===== src/rtl/compress_sched_pkg.sv =====
// compress_sched_pkg: shared types and constants for the tile compression scheduler
package compress_sched_pkg;
    typedef enum logic [1:0] {RUN, DRAIN, DONE, IDLE} sched_state_t;
    localparam int SCHED_ID_W = 3;
endpackage


===== src/rtl/compress_sched_if.sv =====
// compress_sched_if: request, pipeline-issue, result and response signals of the scheduler
//   master: scheduler side (drives req_ready, cmp_*, rsp_*)
//   slave : requester/pipeline side (drives req_*, cmp_ready, res_*)
interface compress_sched_if #(
    parameter int NUM_REQ = 4,
    parameter int ADDR_W  = 32
);
    logic [NUM_REQ-1:0]        req_valid;
    logic [NUM_REQ*ADDR_W-1:0] req_addr;
    logic [NUM_REQ-1:0]        req_ready;
    logic                      cmp_valid;
    logic [ADDR_W-1:0]         cmp_addr;
    logic                      cmp_ready;
    logic                      res_valid;
    logic                      res_compressable;
    logic [1:0]                res_flag;
    logic [NUM_REQ-1:0]        rsp_valid;
    logic                      rsp_compressable;
    logic [1:0]                rsp_flag;
    modport master (
        input  req_valid, req_addr, cmp_ready, res_valid, res_compressable, res_flag,
        output req_ready, cmp_valid, cmp_addr, rsp_valid, rsp_compressable, rsp_flag
    );
    modport slave (
        output req_valid, req_addr, cmp_ready, res_valid, res_compressable, res_flag,
        input  req_ready, cmp_valid, cmp_addr, rsp_valid, rsp_compressable, rsp_flag
    );
endinterface


===== src/rtl/compress_sched_id_fifo.sv =====
// sched_id_fifo: synchronous FIFO holding requester IDs of in-flight tiles
//   clk/rst : clock, asynchronous active-high reset
//   push/din: write an entry (ignored when full)
//   pop/dout: read the head entry (ignored when empty); dout shows the head
//   full/empty/count: occupancy
module sched_id_fifo #(
    parameter int DEPTH = 4,
    parameter int WIDTH = 3
) (
    input  logic                       clk,
    input  logic                       rst,
    input  logic                       push,
    input  logic [WIDTH-1:0]           din,
    input  logic                       pop,
    output logic [WIDTH-1:0]           dout,
    output logic                       full,
    output logic                       empty,
    output logic [$clog2(DEPTH):0]     count
);
    localparam int AW = DEPTH > 1 ? $clog2(DEPTH) : 1;
    localparam int CW = $clog2(DEPTH) + 1;
    logic [WIDTH-1:0] mem [DEPTH];
    logic [AW-1:0] wp, rp;
    logic do_push, do_pop;
    assign full    = count == CW'(DEPTH);
    assign empty   = count == '0;
    assign do_push = push && !full;
    assign do_pop  = pop && !empty;
    assign dout    = mem[rp];
    always_ff @(posedge clk) begin
        if (do_push) mem[wp] <= din;
    end
    always_ff @(posedge clk or posedge rst) begin
        if (rst) begin
            wp    <= '0;
            rp    <= '0;
            count <= '0;
        end else begin
            if (do_push) wp <= wp == AW'(DEPTH - 1) ? '0 : wp + 1'b1;
            if (do_pop) rp <= rp == AW'(DEPTH - 1) ? '0 : rp + 1'b1;
            count <= count + CW'(do_push) - CW'(do_pop);
        end
    end
endmodule


===== src/rtl/compress_sched.sv =====
// compress_sched: round-robin scheduler sharing one tile compression pipeline among NUM_REQ requesters
//   clk/rst    : clock, asynchronous active-high reset
//   bus        : compress_sched_if.master (requests, pipeline issue, commit results, responses)
//   flush      : level-sensitive drain request
//   flush_done : one-cycle pulse when the drain completes
//   busy       : tiles in flight or not in RUN
//   err        : sticky, a result arrived with nothing in flight
//   stat_*     : saturating event counters, present only with COMPRESS_SCHED_STATS_EN defined
module compress_sched
    import compress_sched_pkg::*;
#(
    parameter int NUM_REQ      = 4,
    parameter int ADDR_W       = 32,
    parameter int MAX_INFLIGHT = 4
) (
    input  logic                    clk,
    input  logic                    rst,
    compress_sched_if.master        bus,
    input  logic                    flush,
    output logic                    flush_done,
    output logic                    busy,
    output logic                    err
`ifdef COMPRESS_SCHED_STATS_EN
    ,
    output logic [31:0]             stat_issued,
    output logic [31:0]             stat_compressed,
    output logic [31:0]             stat_raw
`endif
);
    localparam int CW = $clog2(MAX_INFLIGHT) + 1;
    sched_state_t state;
    logic [SCHED_ID_W-1:0] rr_ptr, win, head;
    logic any, eligible, hs, pop, full, empty, drained;
    logic [CW-1:0] count;
    int j;
    // First valid requester at or after rr_ptr, wrapping.
    always_comb begin
        win = '0;
        any = 1'b0;
        j   = 0;
        for (int k = 0; k < NUM_REQ; k++) begin
            j = int'(rr_ptr) + k;
            j = j >= NUM_REQ ? j - NUM_REQ : j;
            if (!any && bus.req_valid[j]) begin
                any = 1'b1;
                win = SCHED_ID_W'(j);
            end
        end
    end
    // flush blocks grants in the very cycle it rises, before the state moves to DRAIN.
    assign eligible      = state == RUN && !flush && !full;
    assign bus.cmp_valid = eligible && any;
    assign bus.cmp_addr  = bus.req_addr[int'(win)*ADDR_W +: ADDR_W];
    assign hs            = bus.cmp_valid && bus.cmp_ready;
    assign bus.req_ready = hs ? NUM_REQ'(1) << win : '0;
    assign pop           = bus.res_valid && !empty;
    assign drained       = count == '0 || (count == CW'(1) && pop);
    assign busy          = count != '0 || state != RUN;
    sched_id_fifo #(.DEPTH(MAX_INFLIGHT), .WIDTH(SCHED_ID_W)) u_fifo (
        .clk   (clk),
        .rst   (rst),
        .push  (hs),
        .din   (win),
        .pop   (pop),
        .dout  (head),
        .full  (full),
        .empty (empty),
        .count (count)
    );
    always_ff @(posedge clk or posedge rst) begin
        if (rst) begin
            state                <= RUN;
            rr_ptr               <= '0;
            bus.rsp_valid        <= '0;
            bus.rsp_compressable <= 1'b0;
            bus.rsp_flag         <= '0;
            flush_done           <= 1'b0;
            err                  <= 1'b0;
        end else begin
            if (hs) rr_ptr <= win == SCHED_ID_W'(NUM_REQ - 1) ? '0 : win + 1'b1;
            bus.rsp_valid <= pop ? NUM_REQ'(1) << head : '0;
            if (pop) begin
                bus.rsp_compressable <= bus.res_compressable;
                bus.rsp_flag         <= bus.res_flag;
            end
            err        <= err || (bus.res_valid && empty);
            flush_done <= state == DRAIN && drained;
            case (state)
                RUN:     state <= flush ? DRAIN : RUN;
                DRAIN:   state <= drained ? DONE : DRAIN;
                DONE:    state <= flush ? IDLE : RUN;
                default: state <= flush ? IDLE : RUN;
            endcase
        end
    end
`ifdef COMPRESS_SCHED_STATS_EN
    always_ff @(posedge clk or posedge rst) begin
        if (rst) begin
            stat_issued     <= '0;
            stat_compressed <= '0;
            stat_raw        <= '0;
        end else begin
            if (hs && stat_issued != '1) stat_issued <= stat_issued + 1'b1;
            if (|bus.rsp_valid && bus.rsp_compressable && stat_compressed != '1)
                stat_compressed <= stat_compressed + 1'b1;
            if (|bus.rsp_valid && !bus.rsp_compressable && stat_raw != '1)
                stat_raw <= stat_raw + 1'b1;
        end
    end
`endif
endmodule


===== src/flat_wrapper.sv =====
// flat-port wrapper written by rule: the top's interface ports become plain ports
module compress_sched_flat import compress_sched_pkg::*;
#(
    parameter int NUM_REQ      = 4,
    parameter int ADDR_W       = 32,
    parameter int MAX_INFLIGHT = 4
)
  (clk, rst, flush, flush_done, busy, err, bus_req_valid, bus_req_addr, bus_cmp_ready, bus_res_valid, bus_res_compressable, bus_res_flag, bus_req_ready, bus_cmp_valid, bus_cmp_addr, bus_rsp_valid, bus_rsp_compressable, bus_rsp_flag);
  compress_sched_if #(.NUM_REQ(NUM_REQ), .ADDR_W(ADDR_W)) bus_i ();
  input  logic clk;
  input  logic rst;
  input  logic flush;
  output logic flush_done;
  output logic busy;
  output logic err;
  input wire logic [$bits(bus_i.req_valid)-1:0] bus_req_valid;
  input wire logic [$bits(bus_i.req_addr)-1:0] bus_req_addr;
  input wire logic [$bits(bus_i.cmp_ready)-1:0] bus_cmp_ready;
  input wire logic [$bits(bus_i.res_valid)-1:0] bus_res_valid;
  input wire logic [$bits(bus_i.res_compressable)-1:0] bus_res_compressable;
  input wire logic [$bits(bus_i.res_flag)-1:0] bus_res_flag;
  output wire logic [$bits(bus_i.req_ready)-1:0] bus_req_ready;
  output wire logic [$bits(bus_i.cmp_valid)-1:0] bus_cmp_valid;
  output wire logic [$bits(bus_i.cmp_addr)-1:0] bus_cmp_addr;
  output wire logic [$bits(bus_i.rsp_valid)-1:0] bus_rsp_valid;
  output wire logic [$bits(bus_i.rsp_compressable)-1:0] bus_rsp_compressable;
  output wire logic [$bits(bus_i.rsp_flag)-1:0] bus_rsp_flag;
  assign bus_i.req_valid = bus_req_valid;
  assign bus_i.req_addr = bus_req_addr;
  assign bus_i.cmp_ready = bus_cmp_ready;
  assign bus_i.res_valid = bus_res_valid;
  assign bus_i.res_compressable = bus_res_compressable;
  assign bus_i.res_flag = bus_res_flag;
  assign bus_req_ready = bus_i.req_ready;
  assign bus_cmp_valid = bus_i.cmp_valid;
  assign bus_cmp_addr = bus_i.cmp_addr;
  assign bus_rsp_valid = bus_i.rsp_valid;
  assign bus_rsp_compressable = bus_i.rsp_compressable;
  assign bus_rsp_flag = bus_i.rsp_flag;
  compress_sched #(.NUM_REQ(NUM_REQ), .ADDR_W(ADDR_W), .MAX_INFLIGHT(MAX_INFLIGHT)) u_core (.clk(clk), .rst(rst), .bus(bus_i), .flush(flush), .flush_done(flush_done), .busy(busy), .err(err));
endmodule

===== config.mk =====
export PLATFORM = sky130hd
export DESIGN_NAME = compress_sched_flat
export DESIGN_NICKNAME = d
export VERILOG_FILES = /design/src/rtl/compress_sched_pkg.sv /design/src/rtl/compress_sched_if.sv /design/src/rtl/compress_sched_id_fifo.sv /design/src/rtl/compress_sched.sv /design/src/flat_wrapper.sv
export SDC_FILE = /design/constraint.sdc
export NUM_CORES = 1
export LEC_CHECK = 0
export ABC_CLOCK_PERIOD_IN_PS = 4300
export BUFFER_PORTS_ARGS = -buffer_cell sky130_fd_sc_hd__buf_4
export CAP_MARGIN = 20
export CORE_MARGIN = 3
export CORE_UTILIZATION = 35
export CTS_CLUSTER_SIZE = 30
export DETAILED_ROUTE_END_ITERATION = 8
export PLACE_DENSITY = 0.66
export SLEW_MARGIN = 25
export SYNTH_ARGS = -nofsm -noshare
export SYNTH_HDL_FRONTEND = slang
export SYNTH_SLANG_ARGS = --single-unit

===== constraint.sdc =====
create_clock -name clk -period 4.3 [get_ports clk]
set_input_delay 0.86 -clock clk [delete_from_list [all_inputs] [get_ports clk]]
set_output_delay 0.86 -clock clk [all_outputs]
set_load 0.02 [all_outputs]

==> metrics.md <==
| Metric | Value |
|---|---|
| Post-cts sizing count | 0 |
| Antenna violations before repair | 1 |
| Lkg Pwr | about 2.3 nW |
| CTS tree | done |
| Setup violators final | 0 |
| Largest net degree at the start of global routing | 33 |
| Root buf cell | clkbuf_8 |
| Type of the worst setup path | reg -> out |
| Worst vdd ir | 0.6190 mV |
| Synth unique cells | 47 |
| Core footprint | 8341 um2 |
| Final TNS setup | 0 ps |
| First-pass GRT wire length | about 15000 um |
| Hold Fails Final Rpt | 0 |
| Sw frac | 0.4777 |
| Clk pwr share | 0.072 |
| Horiz. Die Dim | about 100 um |
| Min cycle time layout | 4003 ps |
| GPL Wtd Cong | 0.7857 |
| Combinational fraction of design power | 0.801 |
| Max-slew headroom | 0.4499 |
| DRC | 0 |
| DR pass1 iterations | 4 |
| Post-layout util | 0.5518 |
| Antenna viol nets, final | 0 |
| Placed inst area | 4493 um2 |
| Syn-to-layout area delta | 50.24% |
| Worst-path clk slew | 70 ps |
| Nature of the critical path startpoint | register |
| Final WS setup | 297.4 ps |
| Predominant post-synthesis flop cell | dfrtp_1 |
| Syn_nets | roughly 430 |
| Worst skew pair latency | ~280 ps |
| Grt ovf | 0 |
| Share of cells above drive strength 1 | 0.5429 |
| Hold Path Class | reg -> reg |
| CP Data Arrival Time | 3140 ps |
| Post-route cell area | roughly 4600 um2 |
| H-Tree Level Count | 2 |
| FMAX | 0.2498 GHz |
| Max-cap violations | 0 |
| Post-Syn Instances | 275 |
| Routed vias | between 2k and 3k |
| Longest Clk Path Bufs | 2 |
| # IOs | 187 |
| Number of global-route vias before repair | 2906 |
| RSZ-0062 raised after global routing | false |
| Clk sinks | 33 |
| Cell Area, Synth | ~3000 um2 |
| All-Layer GR Usage | 0.1858 |
| FF+latch count, synth | 33 |
| Die area | 9910 um2 |
| Post-synthesis sequential area ratio | 0.2892 |
| Row cnt | 33 |
| Power per cell area | 845.5 nW/um2 |
| CP Max Fanout | 32 |
| First DRT Iteration DRCs | 112 |
| Die H | roughly 100 um |
| Nets | 608 |
| Design Power | 3.891 mW |
| Non-Filler Instances | 561 |
| Yosys warns | 0 |
| DRT Wirelength | 9621 um |
| Number of synthesized flops with an enable pin | 12 |
| FILL cells | 762 |
| Initial core utilization | 0.3672 |
| Worst-Margin Slew | 824.3 ps |
| Clk_skew | 5.037 ps |
| Crit end category | output port |
| Port bufs | 186 |
| Setup bufs post-CTS | 0 |
| Most frequent cells in the layout | buf_4 (191), mux2i_1 (69), o22ai_2 (30) |
| Net switching power figure | 1.859 mW |
| Vias per cell | 5.032 |
| FFs w/ async S/R, synth | 0.6364 |
| Pint | 2.032 mW |
| Total CTS buffers | 5 |
| Final Cycle Share | 0.9308 |
| Pre-CTS setup slack | 333.3 ps |
| Mapped Avg Cell Area | 11.14 um2 |
| Max Slew Vio Count | 0 |
| Flop pwr share | 0.127 |
| Final hold slack | 463.2 ps |
| Most common cell after layout, fill and taps aside | buf_4 |
| Status | complete, no violations |
| Cell Count Post-Placement | 552 |
| Hold_buf cts | 0 |
| Worst Path Required | between 3000 and 4000 ps |
| Avg WL per Cell | 17.15 um |
| HPWL after detailed placement | 8057 um |
## sequential cells by signal, summed over array words and instances (netlist names)
signal / count
u_core.bus.rsp_flag: 2
u_core.u_fifo.mem: 12
u_core.err: 1
u_core.state: 2
u_core.bus.rsp_valid: 4
u_core.flush_done: 1
u_core.u_fifo.wp: 2
u_core.rr_ptr: 3
u_core.bus.rsp_compressable: 1
u_core.u_fifo.rp: 2
u_core.u_fifo.count: 3
## metal layers
metal	up-vias	global-route usage	wire length, um
met5	-	0	0
met4	0	0.04412	159
met1	1323	0.2045	3437
met3	9	0.05610	764
met2	111	0.3476	5259
li1	1380	-	-
## worst max-delay path, cell delays in order (launching register included)
cell	delay, ps
dfrtp_1	350
inv_1	60
ha_1	460
mux4_2	410
o21bai_4	210
or3b_1	370
o21a_4	180
nand2_4	430
o22ai_1	180
buf_4	190
## cell type report
class                      instances  area [um2]  share of cell area
multi-input combinational        204        1933              0.4201
timing repair buffer             193        1474              0.3203
sequential                        33       885.9              0.1925
tap                              105       131.4             0.02855
clock buffer                       6       72.57             0.01577
inverter                          17       68.82             0.01495
clock inverter                     2       33.78            0.007341
antenna                            1       2.502           0.0005438
## Yosys cell counts, types with 3 or more instances
library cell / count / area (um2)
o22ai_2: 30 / 375.4
nor2_1: 8 / 30.03
and3_1: 5 / 31.28
a21o_1: 4 / 30.03
mux4_2: 6 / 135.1
edfxtp_1: 12 / 360.4
and2_1: 5 / 31.28
a21oi_1: 3 / 15.01
ha_1: 13 / 162.7
nand2_1: 20 / 75.07
mux2i_1: 69 / 690.7
dfrtp_1: 21 / 525.5
nor3_1: 6 / 30.03
buf_2: 5 / 25.02
buf_6: 13 / 146.4
inv_1: 15 / 56.30
## path summary, 6_finish.rpt
path,startpoint,endpoint,slack (ps),cells past startpoint
worst min-delay path,u_core.err,u_core.err,460,1
worst max-delay path,u_core.rr_ptr[0],bus_cmp_addr[4],300,9
max in group asynchronous,rst,u_core.rr_ptr[0],3040,2
worst min register to register,u_core.err,u_core.err,460,1
min in group asynchronous,rst,u_core.bus.rsp_compressable,740,2
worst max register to register,u_core.rr_ptr[0],u_core.rr_ptr[1],1590,9
## power groups by stage
stage	clock [mW]	sequential (mW)	combinational, mW
after global placement	0	0.496	3.11
after global routing	0.294	0.509	3.34
after detailed placement	0	0.500	3.14
after floorplan	0	0.520	2.29
final	0.279	0.495	3.12
after CTS	0.285	0.495	3.15
## cell families after synthesis
kind of cell,share of synthesized area
AOI/OAI and AO/OA,0.1936
xor gates and xnor gates,0.005720
adders and majority gates,0.05964
buffers and inverters,0.08251
DFF,0.2892
muxes,0.2770
and+or+nand+nor,0.09232
Note: power is estimated with default switching activity, not from simulation.
